**src/rtl/div88_seq.sv**
```systemverilog
// Sequential unsigned restoring divider: one quotient bit per clock behind a start/busy/done handshake.
// Optional macro DIV88_EARLY_EXIT_EN: b==0 or a<b completes one edge after start without iterating.
module div88_seq #(
  parameter int WIDTH = 8
) (
  input  logic             clk,
  input  logic             rst,
  input  logic             start,
  input  logic [WIDTH-1:0] a,
  input  logic [WIDTH-1:0] b,
  output logic             busy,
  output logic             done,
  output logic [WIDTH-1:0] quo,
  output logic [WIDTH-1:0] rem,
  output logic             dz
);

  localparam int CW = (WIDTH > 1) ? $clog2(WIDTH) : 1;

  typedef enum logic [1:0] {IDLE, CALC, DONE} state_t;

  state_t           state_q, state_d;
  logic [CW-1:0]    cnt_q, cnt_d;
  logic [WIDTH-1:0] r_q, r_d;
  logic [WIDTH-1:0] q_q, q_d;
  logic [WIDTH-1:0] d_q, d_d;
  logic [WIDTH-1:0] quo_q, quo_d;
  logic [WIDTH-1:0] rem_q, rem_d;
  logic             dz_q, dz_d;

  logic [WIDTH:0]   t;
  logic             ge;
  logic [WIDTH-1:0] r_step;
  logic [WIDTH-1:0] q_step;
  logic             early;

  // The partial remainder stays below D, so only the trial value needs the extra bit.
  always_comb begin
    t      = {r_q, q_q[WIDTH-1]};
    ge     = (t >= {1'b0, d_q});
    r_step = ge ? (t[WIDTH-1:0] - d_q) : t[WIDTH-1:0];
    q_step = {q_q[WIDTH-2:0], ge};
  end

`ifdef DIV88_EARLY_EXIT_EN
  assign early = (b == '0) || (a < b);
`else
  assign early = 1'b0;
`endif

  always_comb begin
    state_d = state_q;
    cnt_d   = cnt_q;
    r_d     = r_q;
    q_d     = q_q;
    d_d     = d_q;
    quo_d   = quo_q;
    rem_d   = rem_q;
    dz_d    = dz_q;
    case (state_q)
      CALC: begin
        r_d   = r_step;
        q_d   = q_step;
        cnt_d = cnt_q - CW'(1);
        if (cnt_q == '0) begin
          state_d = DONE;
          quo_d   = q_step;
          rem_d   = r_step;
          dz_d    = (d_q == '0);
        end
      end
      // IDLE and DONE both accept a new start, giving back-to-back operation.
      default: begin
        state_d = IDLE;
        if (start) begin
          q_d   = a;
          d_d   = b;
          r_d   = '0;
          cnt_d = CW'(WIDTH - 1);
          if (early) begin
            state_d = DONE;
            quo_d   = (b == '0) ? '1 : '0;
            rem_d   = a;
            dz_d    = (b == '0);
          end else begin
            state_d = CALC;
          end
        end
      end
    endcase
  end

  always_ff @(posedge clk or posedge rst) begin
    if (rst) begin
      state_q <= IDLE;
      cnt_q   <= '0;
      r_q     <= '0;
      q_q     <= '0;
      d_q     <= '0;
      quo_q   <= '0;
      rem_q   <= '0;
      dz_q    <= 1'b0;
    end else begin
      state_q <= state_d;
      cnt_q   <= cnt_d;
      r_q     <= r_d;
      q_q     <= q_d;
      d_q     <= d_d;
      quo_q   <= quo_d;
      rem_q   <= rem_d;
      dz_q    <= dz_d;
    end
  end

  assign busy = (state_q == CALC);
  assign done = (state_q == DONE);
  assign quo  = quo_q;
  assign rem  = rem_q;
  assign dz   = dz_q;

endmodule

```
**config.mk**
```make
export PLATFORM = sky130hd
export DESIGN_NAME = div88_seq
export DESIGN_NICKNAME = d
export VERILOG_FILES = /design/src/rtl/div88_seq.sv
export SDC_FILE = /design/constraint.sdc
export NUM_CORES = 1
export LEC_CHECK = 0
export BUFFER_PORTS_ARGS = -buffer_cell sky130_fd_sc_hd__buf_2
export CELL_PAD_IN_SITES_DETAIL_PLACEMENT = 0
export CELL_PAD_IN_SITES_GLOBAL_PLACEMENT = 2
export CORE_ASPECT_RATIO = 0.5
export CORE_UTILIZATION = 35
export DETAILED_ROUTE_END_ITERATION = 10
export PLACE_DENSITY_LB_ADDON = 0.1
export SLEW_MARGIN = 0
export SYNTH_ARGS = -nofsm -noshare
export SYNTH_HDL_FRONTEND = slang
export SYNTH_SLANG_ARGS = --single-unit
export TNS_END_PERCENT = 10
```
**constraint.sdc**
```tcl
create_clock -name clk -period 2.28 [get_ports clk]
set_clock_uncertainty 0.1 [all_clocks]
set_input_delay 0.456 -clock clk [delete_from_list [all_inputs] [get_ports clk]]
set_output_delay 0.456 -clock clk [all_outputs]
set_load 0.03 [all_outputs]
```
======== Word-level counts from Yosys, hierarchy flattened ========
Cells that the tools add are included.
storage, ports and cells
  flip-flop bits (word level) ............. 46
  latch bits .............................. 0
  RAM bits ................................ 0
  ROM bits ................................ 0
  bits of input ports ..................... 19
  output and inout port bits .............. 19
  word-level logic and storage cells ...... 30
  memories ................................ 0
cells by class
  add/sub/neg operators ................... 2
  $mul .................................... 0
  divide/modulo/power cells ............... 0
  $lt $le $gt $ge ......................... 1
  equal/unequal tests ..................... 3
  shift-type cells ........................ 0
  multiplexer cells ....................... 10
  bitwise gates (word level) .............. 1
  reduce and logical (&&, ||, !) cells .... 5
operator list
  cell                                                   count
  two-way mux 8 bit                                      5
  greater-or-equal comparator 9 x 8 -> 1 bit             1
  logical NOT 8 bit                                      1
  subtractor 8 bit                                       1
  two-way mux 3 bit                                      2
  two-way mux 2 bit                                      2
  AND reduction 2 bit                                    2
  logical NOT 3 bit                                      1
  subtractor 3 x 1 -> 3 bit, second input constant       1
  equality test 2 x 1 -> 1 bit, second input constant    1
  equality test 2 bit, second input constant             1
  inequality test 2 x 1 -> 1 bit, second input constant  1
  nonzero test 2 bit                                     1
  two-way mux 1 bit                                      1
  NOT 1 bit                                              1

======== Logic depth before layout (Yosys ltp) ========
Gate-level depths: netlist of the first run.
  depth in word-level cells ............... 3
  depth in mapped cells ................... 9
  depth with buffers taken out ............ 9

======== Least setup slack after synthesis of the first run ========
OpenSTA, ideal clock, no wires.
  path kind ............................... flip-flop to flip-flop
  start ................................... reg r_q[3]
  end ..................................... reg rem_q[1] (netlist: rem[1])
  setup time .............................. 0.082 ns
  data arrival time ....................... 1.827 ns
  data required time ...................... 2.098 ns
  setup slack ............................. 0.271 ns
  stages on the path, launching flop included .. 8
  path buffers ............................ 1
  period minus slack after synthesis ...... 2.009 ns
  cells stage by stage .................... dfrtp_1 > ha_1 > and3_4 > a32oi_2 > a41o_2 > buf_4 > nand3_1 > a31oi_1
between the ends
  word-level cells in the longest chain between the ends .. 2
ends and longest elaborated chain
  item                                        RTL line  source
  start: declaration                          24        logic [WIDTH-1:0] r_q, r_d;
  start signal: assignment                    106       r_q <= r_d;
  greater-or-equal comparator 9 x 8 -> 1 bit  40        ge = (t >= {1'b0, d_q});
  two-way mux 8 bit                           41        r_step = ge ? (t[WIDTH-1:0] - d_q) : t[WIDTH-1:0];
  end signal: assignment                      110       rem_q <= rem_d;
  end: declaration                            28        logic [WIDTH-1:0] rem_q, rem_d;
No other way between the ends.
A chain may end at the register's enable or synchronous reset.

======== Final worst setup path of the first run ========
  start ................................... reg d_q[0]
  end ..................................... reg r_q[6]
between the ends
  word-level cells in the longest chain between the ends .. 3
  elaborated cells on any way between the ends .. 4
  those cells by class .................... add/sub: 1; order compare: 1; mux: 2
ends and longest elaborated chain
  item                                                                                   RTL line  source
  start: declaration                                                                     26        logic [WIDTH-1:0] d_q, d_d;
  start signal: assignment                                                               99        d_q <= '0;
  start signal: assignment                                                               108       d_q <= d_d;
  subtractor 8 bit / greater-or-equal comparator 9 x 8 -> 1 bit (equally long branches)  41, 40
  two-way mux 8 bit *                                                                    41
  two-way mux 8 bit *                                                                    60        case (state_q)
Mark *: on every way between the ends. The rest lies on a longest branch, timed or not.

==> flow_summary.toml, run 1 <==
[setup_path]
r2r_start = "d_q[0]"
critPathKind = "flop to flop"
worst_ep_required_time_ns = 2.39
endpoint_kind = "flop"
critPathMaxStageDelay_ns = 0.51
cp_num_buf_inv = 1
start_kind = "flop"
crit_chain = "ha_1 > inv_1 > fa_2 > a211oi_2 > or4b_1 > o2111ai_1 > o21ai_1 > o211ai_1"
critical_path.max_fanout = 3
cp_slowest_cell = "or4b_1"
cp_top_family = "compound AO/OA/AOI/OAI gates"
worstPathArrival_ns = 2.26
cp-startpoint = "d_q[0]"

[logic_synthesis]
syn_nets = 287
async_flop_share_pct = 100
synth_top_area_share_pct = 46.2
synth_area_leaders = "dfrtp_1 (46%), nand2_1 (5.7%), ha_1 (5.0%)"
synth_edf_count = 0
synth.distinct_cells = 48
syn_area_per_cell_um2 = 9.70
ys_seq_area_share_pct = 46.2
syn-cell-area_um2 = 2490
synth_area_leader_cell = "dfrtp_1"
synthCells = 257
ys_ff_latch = 46
ys.flop_type = "dfrtp_1"
yosys_warnings = 0

[sta]
setup_ws_ns = 0.123
hold_viol_final = 0
holdWs_ns = 0.0972
period_needed_ns = 2.16
min_period_over_period_pct = 94.6
rsz0062_at_grt = "yes"
max_slew_margin_pct = 64.5
drv_slew = 0
setup_violations = 0
worstMarginPinSlew_ns = 0.531
fmax_mhz = 464

[drt]
wl_um = 6160
drc_errors = 0
avgViaCountPerCell = 5.32
wl_per_cell_um = 15.5
ant_nets = 0
first_pass_iters = 4
wirelength_met1_um = 3110
top_layer = "met4"
drt_iter0_drc = 110
wl_met3_um = 466
wl_met2_um = 2510
num_vias = 2105

[placed_design]
globalplace.congestion = 0.873
hpwl_um = 4370
port_buffers = 37
pre_cts_slack_ns = 0.00911
placed_area_um2 = 2860

[die]
start_util_pct = 36.8
num_rows = 21
die_w_um = 121
core-area_um2 = 6780
boundaryPins = 38
die_height_um = 61.7
die_area_um2 = 7480

[clock_network]
insertion_delay_ns = 0.29
clk_pin_slew_ns = 0.06
numCtsBuffers = 5
cts_hold_buf = 0
cts_setup_buffers = 0
cts_tree = "yes"
clockBufferDepth = 2
cts-root-buf = "clkbuf_16"
h-tree-depth = 2
clock-sinks = 46

[global_routing]
grt_pass1_wl_um = 9790
antenna_found_initial = 0
grt_start_max_net_pins = 33
track_usage_pct = 18.0
grt_overflow_total = 0
grt_pass1_vias = 1914

[final_layout]
area.growth.synth_to_final_pct = 23.8
nNetsFinal = 333
fin_util_pct = 45.5
final_common_cell = "dfrtp_1"
antenna_cells = 0
fin_area_um2 = 3090
drive_gt1_share_pct = 27.3
final_cell_mix = "dfrtp_1 (46), nand2_1 (38), buf_2 (37)"

[run]
maxCapViolations = 0

[min_path]
hold_path.class = "primary input to asynchronous set/reset pin"

[run_status]
status = "complete, no violations"
[what timing repair did]
item,CTS,global route
pin swaps,0,2
resized for setup,1,10
endpoints found under the setup margin,1,16
[registers in the layout (all words and copies together), names as in the netlist]
name / count
cnt_q: 3
state_q: 2
q_q: 8
dz: 1
quo: 8
rem: 8
d_q: 8
r_q: 8
[routing by layer]
| layer | vias to the layer above | track usage [%] |
|---|---|---|
| li1 | 1013 | - |
| met1 | 1009 | 25.7 |
| met2 | 75 | 25.9 |
| met3 | 8 | 5.37 |
| met4 | 0 | 6.35 |
| met5 | - | 0 |
[kinds of logic (layout without fill, tap and decap cells)]
group	Yosys count	count (layout)	share of synthesized area (%)
and+or+nand+nor	90	90	18.3
AOI/OAI and AO/OA	61	61	16.9
DFF	46	46	46.2
buffers and inverters	31	78	5.27
muxes	15	15	6.43
adders and majority gates	11	11	5.82
xor gates and xnor gates	3	3	1.05
[Yosys cell counts, types with 3 or more instances]
master	count
dfrtp_1	46
nand2_1	38
o21ai_0	19
inv_1	17
nor2_1	12
ha_1	10
mux2_2	8
nand4_1	8
clkbuf_1	7
mux2i_1	7
nand3b_1	7
a31oi_1	6
o211ai_1	6
nand3_1	5
a21oi_1	4
a41oi_1	4
nor3b_1	4
o31ai_1	4
a21o_1	3
buf_2	3
nor3_1	3
[area by class of cell]
type	instances	area, µm²
Clock buffer	7	133
Clock inverter	1	30.0
Fill cell	646	3690
Inverter	17	63.8
Multi-Input combinational cell	180	1280
Sequential cell	46	1150
Tap cell	92	115
Timing Repair Buffer	53	318
[worst register-to-register path, cell delays in order (launching register included)]
cell       delay, ns
dfrtp_1         0.43
ha_1            0.21
inv_1           0.09
fa_2            0.23
a211oi_2        0.09
or4b_1          0.51
o2111ai_1       0.10
o21ai_1         0.14
o211ai_1        0.18
[per-stage QoR]
stage,TNS [ns],instances
after floorplan,0,257
after global placement,0,388
after detailed placement,0,388
after CTS,0,396
after global routing,-0.0812,396
final,0,396
[final timing paths]
| kind | slack, ns | endpoint | depth (start not counted) |
|---|---|---|---|
| max | 0.12 | r_q[6] | 8 |
| min | 0.1 | quo[4] | 2 |
| max reg2reg | 0.12 | r_q[6] | 8 |
| min reg2reg | 0.37 | cnt_q[0] | 1 |
| max in group asynchronous | 1.46 | r_q[3] | 3 |
| min in group clk | 0.29 | d_q[2] | 2 |
Power of run 1 is not shown: default switching activity piles up to over one toggle a cycle in this logic, so the estimate is an artifact.
==> inputs of run 2 (changes only) <==
- clock period: 2.28 -> 2.3 ns (I/O delays scaled with it)
==> run 2 against run 1 <==
Utilization increased by 0.52 points. Worst hold slack improved by 0.017 ns. Critical path depth increased by 1. Wire length increased by 7.9%. Via count decreased by 0.14%. Non-clock buffer count unchanged. Sequential cell count unchanged. Design area increased by 1.1%. Global-route usage increased by 1.2 points. Sequential share of layout area decreased by 0.42 points. Largest cell class unchanged.
==> flow_summary.toml, run 2 (same netlist as run 1, synthesis figures left out) <==
[clock_network]
h-tree-depth = 2
cts-root-buf = "clkbuf_16"
cts_hold_buf = 0
clockBufferDepth = 2
insertion_delay_ns = 0.29
cts_tree = "yes"
clock-sinks = 46
numCtsBuffers = 5
clk_pin_slew_ns = 0.06

[setup_path]
cpMostUsedCell = "inv_2"
start_kind = "flop"
r2r_setup_slack_ns = 0.08
cp_slowest_cell = "dfrtp_1"
endpoint_kind = "flop"
crit_chain = "inv_2 > ha_4 > inv_2 > fa_2 > a211oi_4 > or4b_1 > o2111ai_2 > o21ai_2 > o211ai_1"
critical_path.max_fanout = 4
critPathKind = "flop to flop"
worst_ep_required_time_ns = 2.37
cp_num_buf_inv = 2
cp_top_family = "compound AO/OA/AOI/OAI gates"
worstPathArrival_ns = 2.29
critPathMaxStageDelay_ns = 0.43

[placed_design]
hpwl_um = 4550
placed_cells_incl_taps = 386
pre_cts_slack_ns = -0.122
globalplace.congestion = 0.780
port_buffers = 37

[sta]
period_needed_ns = 2.22
min_period_over_period_pct = 96.7
setup_ws_ns = 0.0760
worstMarginPinSlew_ns = 0.560
setup_violations = 0
drv_slew = 0
holdWs_ns = 0.114
fmax_mhz = 450
hold_viol_final = 0
max_slew_margin_pct = 62.6

[final_layout]
final_cell_mix = "dfrtp_1 (46), nand2_1 (38), buf_2 (37)"
fin_cells = 396
final_common_cell = "dfrtp_1"
nFillCells = 680
area.growth.synth_to_final_pct = 25.3
antenna_cells = 0
drive_gt1_share_pct = 28.9
nNetsFinal = 333
fin_util_pct = 46.1

[die]
boundaryPins = 38
core-area_um2 = 6780
die_area_um2 = 7480
num_rows = 21
start_util_pct = 36.8
die_height_um = 61.7
die_w_um = 121

[run]
maxCapViolations = 0

[run_status]
status = "complete, no violations"

[drt]
drt_iter0_drc = 105
drc_errors = 0
num_vias = 2102
ant_nets = 0
wl_um = 6640
wl_per_cell_um = 16.8
first_pass_iters = 4
avgViaCountPerCell = 5.31

[global_routing]
grt_start_max_net_pins = 26
grt_overflow_total = 0
grt_pass1_vias = 2077
track_usage_pct = 19.3
antenna_found_initial = 0
grt_pass1_wl_um = 10700

[min_path]
hold_path.class = "primary input to asynchronous set/reset pin"
-- run 2: area by class of cell --
type / instances / area [µm²] / share of cell area [%]
clock inverters: 1 / 30.0 / 0.962
inverters: 17 / 63.8 / 2.04
repair buffers: 53 / 318 / 10.2
flip-flops and latches: 46 / 1150 / 36.9
clock buffers: 7 / 133 / 4.25
well taps: 92 / 115 / 3.69
multi-input cells: 180 / 1310 / 42.0
-- run 2: path summary, 6_finish.rpt --
| kind | startpoint | end | cells past startpoint |
|---|---|---|---|
| min in group clk | b[4] | d_q[4] | 2 |
| max in group asynchronous | rst | dz | 3 |
| min reg2reg | quo[2] | quo[2] | 2 |
| max reg2reg | q_q[7] | rem[6] | 9 |
| min | rst | quo[4] | 2 |
| max | q_q[7] | rem[6] | 9 |
-- run 2: what timing repair did --
item | in CTS | in global routing
pin swaps | 0 | 6
setup endpoints to repair | 4 | 10
buffers inserted | 0 | 2
resized for setup | 2 | 18
gates cloned | 0 | 0
-- run 2: metrics by stage --
stage | TNS (ns) | cell area (µm²)
final | 0 | 3120
after global routing | -0.00725 | 3120
after CTS | 0 | 3010
after detailed placement | -0.246 | 2840
after global placement | -0.239 | 2840
after floorplan | 0 | 2490
-- run 2: worst register-to-register path, stage by stage (launching register included) --
cell	delay [ns]
dfrtp_1	0.43
inv_2	0.10
ha_4	0.14
inv_2	0.05
fa_2	0.41
a211oi_4	0.33
or4b_1	0.18
o2111ai_2	0.14
o21ai_2	0.11
o211ai_1	0.11
-- run 2: routing by layer --
layer | GRT usage, % | up-vias | wire (µm)
li1 | - | 1010 | -
met1 | 26.7 | 1031 | 3430
met2 | 30.4 | 54 | 2810
met3 | 4.81 | 7 | 339
met4 | 4.94 | 0 | 57
met5 | 0 | - | 0
Power of run 2 is left out for the same reason.
==> inputs of run 3 (changes only) <==
- CORE_MARGIN: unset -> 3
==> run 3 against run 2 <==
Worst setup slack got worse by 0.045 ns. Wire length fell by 1.4%. Sequential cell count did not move. Maximum frequency fell by 2.0%. Sequential share of layout area fell by 0.39 points. Critical path depth did not move. Design area rose by 1.1%. Die area rose by 10%. Utilization rose by 0.50 points. Final cell count rose by 2.8%. Highest routed layer unchanged.
==> flow_summary.toml, run 3 (same netlist as run 1, synthesis figures left out) <==
[run_status]
status = "complete, no violations"

[final_layout]
multi_input_area_um2 = 1270
seqCellArea_um2 = 1150
nNetsFinal = 344
final_cell_mix = "dfrtp_1 (46), nand2_1 (38), buf_2 (37)"
final_common_cell = "dfrtp_1"
area.growth.synth_to_final_pct = 26.6
nFillCells = 668
antenna_cells = 0
drive_gt1_share_pct = 31.1
fin_area_um2 = 3160

[run]
maxCapViolations = 0

[sta]
rsz0062_at_grt = "yes"
setup_violations = 0
worstMarginPinSlew_ns = 0.532
max_slew_margin_pct = 64.5
fmax_mhz = 441
hold_viol_final = 0
min_period_over_period_pct = 98.6
drv_slew = 0
period_needed_ns = 2.27

[setup_path]
critical_path.max_fanout = 4
cp_slowest_cell = "dfrtp_1"
worst_ep_required_time_ns = 2.40
critPathMaxStageDelay_ns = 0.43
worstPathArrival_ns = 2.37
start_kind = "flop"
endpoint_kind = "flop"
cp_top_family = "compound AO/OA/AOI/OAI gates"
crit_chain = "inv_2 > ha_2 > inv_1 > fa_2 > a211oi_4 > nor2_1 > xor2_1 > a21oi_2 > o31ai_1"
cp_num_buf_inv = 2
critPathKind = "flop to flop"
r2r_setup_slack_ns = 0.03

[clock_network]
insertion_delay_ns = 0.29
cts-root-buf = "clkbuf_16"
clockBufferDepth = 2
clk_pin_slew_ns = 0.07
numCtsBuffers = 5
cts_hold_buf = 0
clock-sinks = 46
h-tree-depth = 2
cts_tree = "yes"

[drt]
drt_iter0_drc = 130
wl_um = 6550
first_pass_iters = 4
ant_nets = 0
num_vias = 2081
wl_per_cell_um = 16.1
drc_errors = 0
avgViaCountPerCell = 5.11

[placed_design]
hpwl_um = 4680
globalplace.congestion = 0.846
port_buffers = 37
placed_area_um2 = 2920

[die]
die_height_um = 65.7
core-area_um2 = 6780
die_area_um2 = 8230
num_rows = 21
boundaryPins = 38
start_util_pct = 36.8
die_w_um = 125

[global_routing]
grt_pass1_wl_um = 10800
track_usage_pct = 16.8
grt_overflow_total = 0
antenna_found_initial = 0
grt_pass1_vias = 2082
grt_start_max_net_pins = 33

[min_path]
hold_path.class = "primary input to asynchronous set/reset pin"
## run 3: cell types whose count changed in the layout (fill, tap and decap cells not counted), sizes merged
cell and delta:
buf +11, clkbuf -2, clkinv +1, inv +1
## run 3: through the flow
step | setup TNS, ns | hold slack (ns) | utilization (%) | setup slack [ns] | instances
after floorplan | 0 | 0.340 | - | 0.291 | 257
after global placement | -0.177 | 0.353 | 43.1 | -0.0821 | 398
after detailed placement | -0.174 | 0.357 | 43.1 | -0.0862 | 398
after CTS | 0 | 0.114 | 45.6 | 0.0241 | 406
after global routing | -0.324 | 0.133 | 46.5 | -0.111 | 407
final | 0 | 0.101 | 46.5 | 0.0315 | 407
## run 3: worst paths after layout
path | start | endpoint | depth (start not counted)
setup / recovery | q_q[7] | rem[4] | 9
hold / removal | rst | quo[5] | 2
setup reg to reg | q_q[7] | rem[4] | 9
hold reg to reg | cnt_q[0] | cnt_q[0] | 1
max in group asynchronous | rst | d_q[0] | 3
min in group clk | b[0] | d_q[0] | 2
## run 3: layer usage
layer  global-route usage (%)  wire (µm)  vias to the layer above
li1                         -          -                     1031
met1                     24.5       3370                      990
met3                     4.79        316                        4
met2                     24.1       2820                       56
met4                     4.73         38                        0
met5                        0          0                        -
## run 3: repair_timing
action,in CTS,in global routing
resized for setup,2,11
setup endpoints to repair,4,9
buffers inserted,0,1
pin swaps,0,4
## run 3: layout make-up
type                            count  area share, %
Sequential cell                    46           36.5
Clock buffer                        5           3.97
Tap cell                           92           3.65
Multi-Input combinational cell    180           40.2
Clock inverter                      3           1.39
Timing Repair Buffer               64           12.3
Inverter                           17           2.02
Power of run 3 is left out for the same reason.
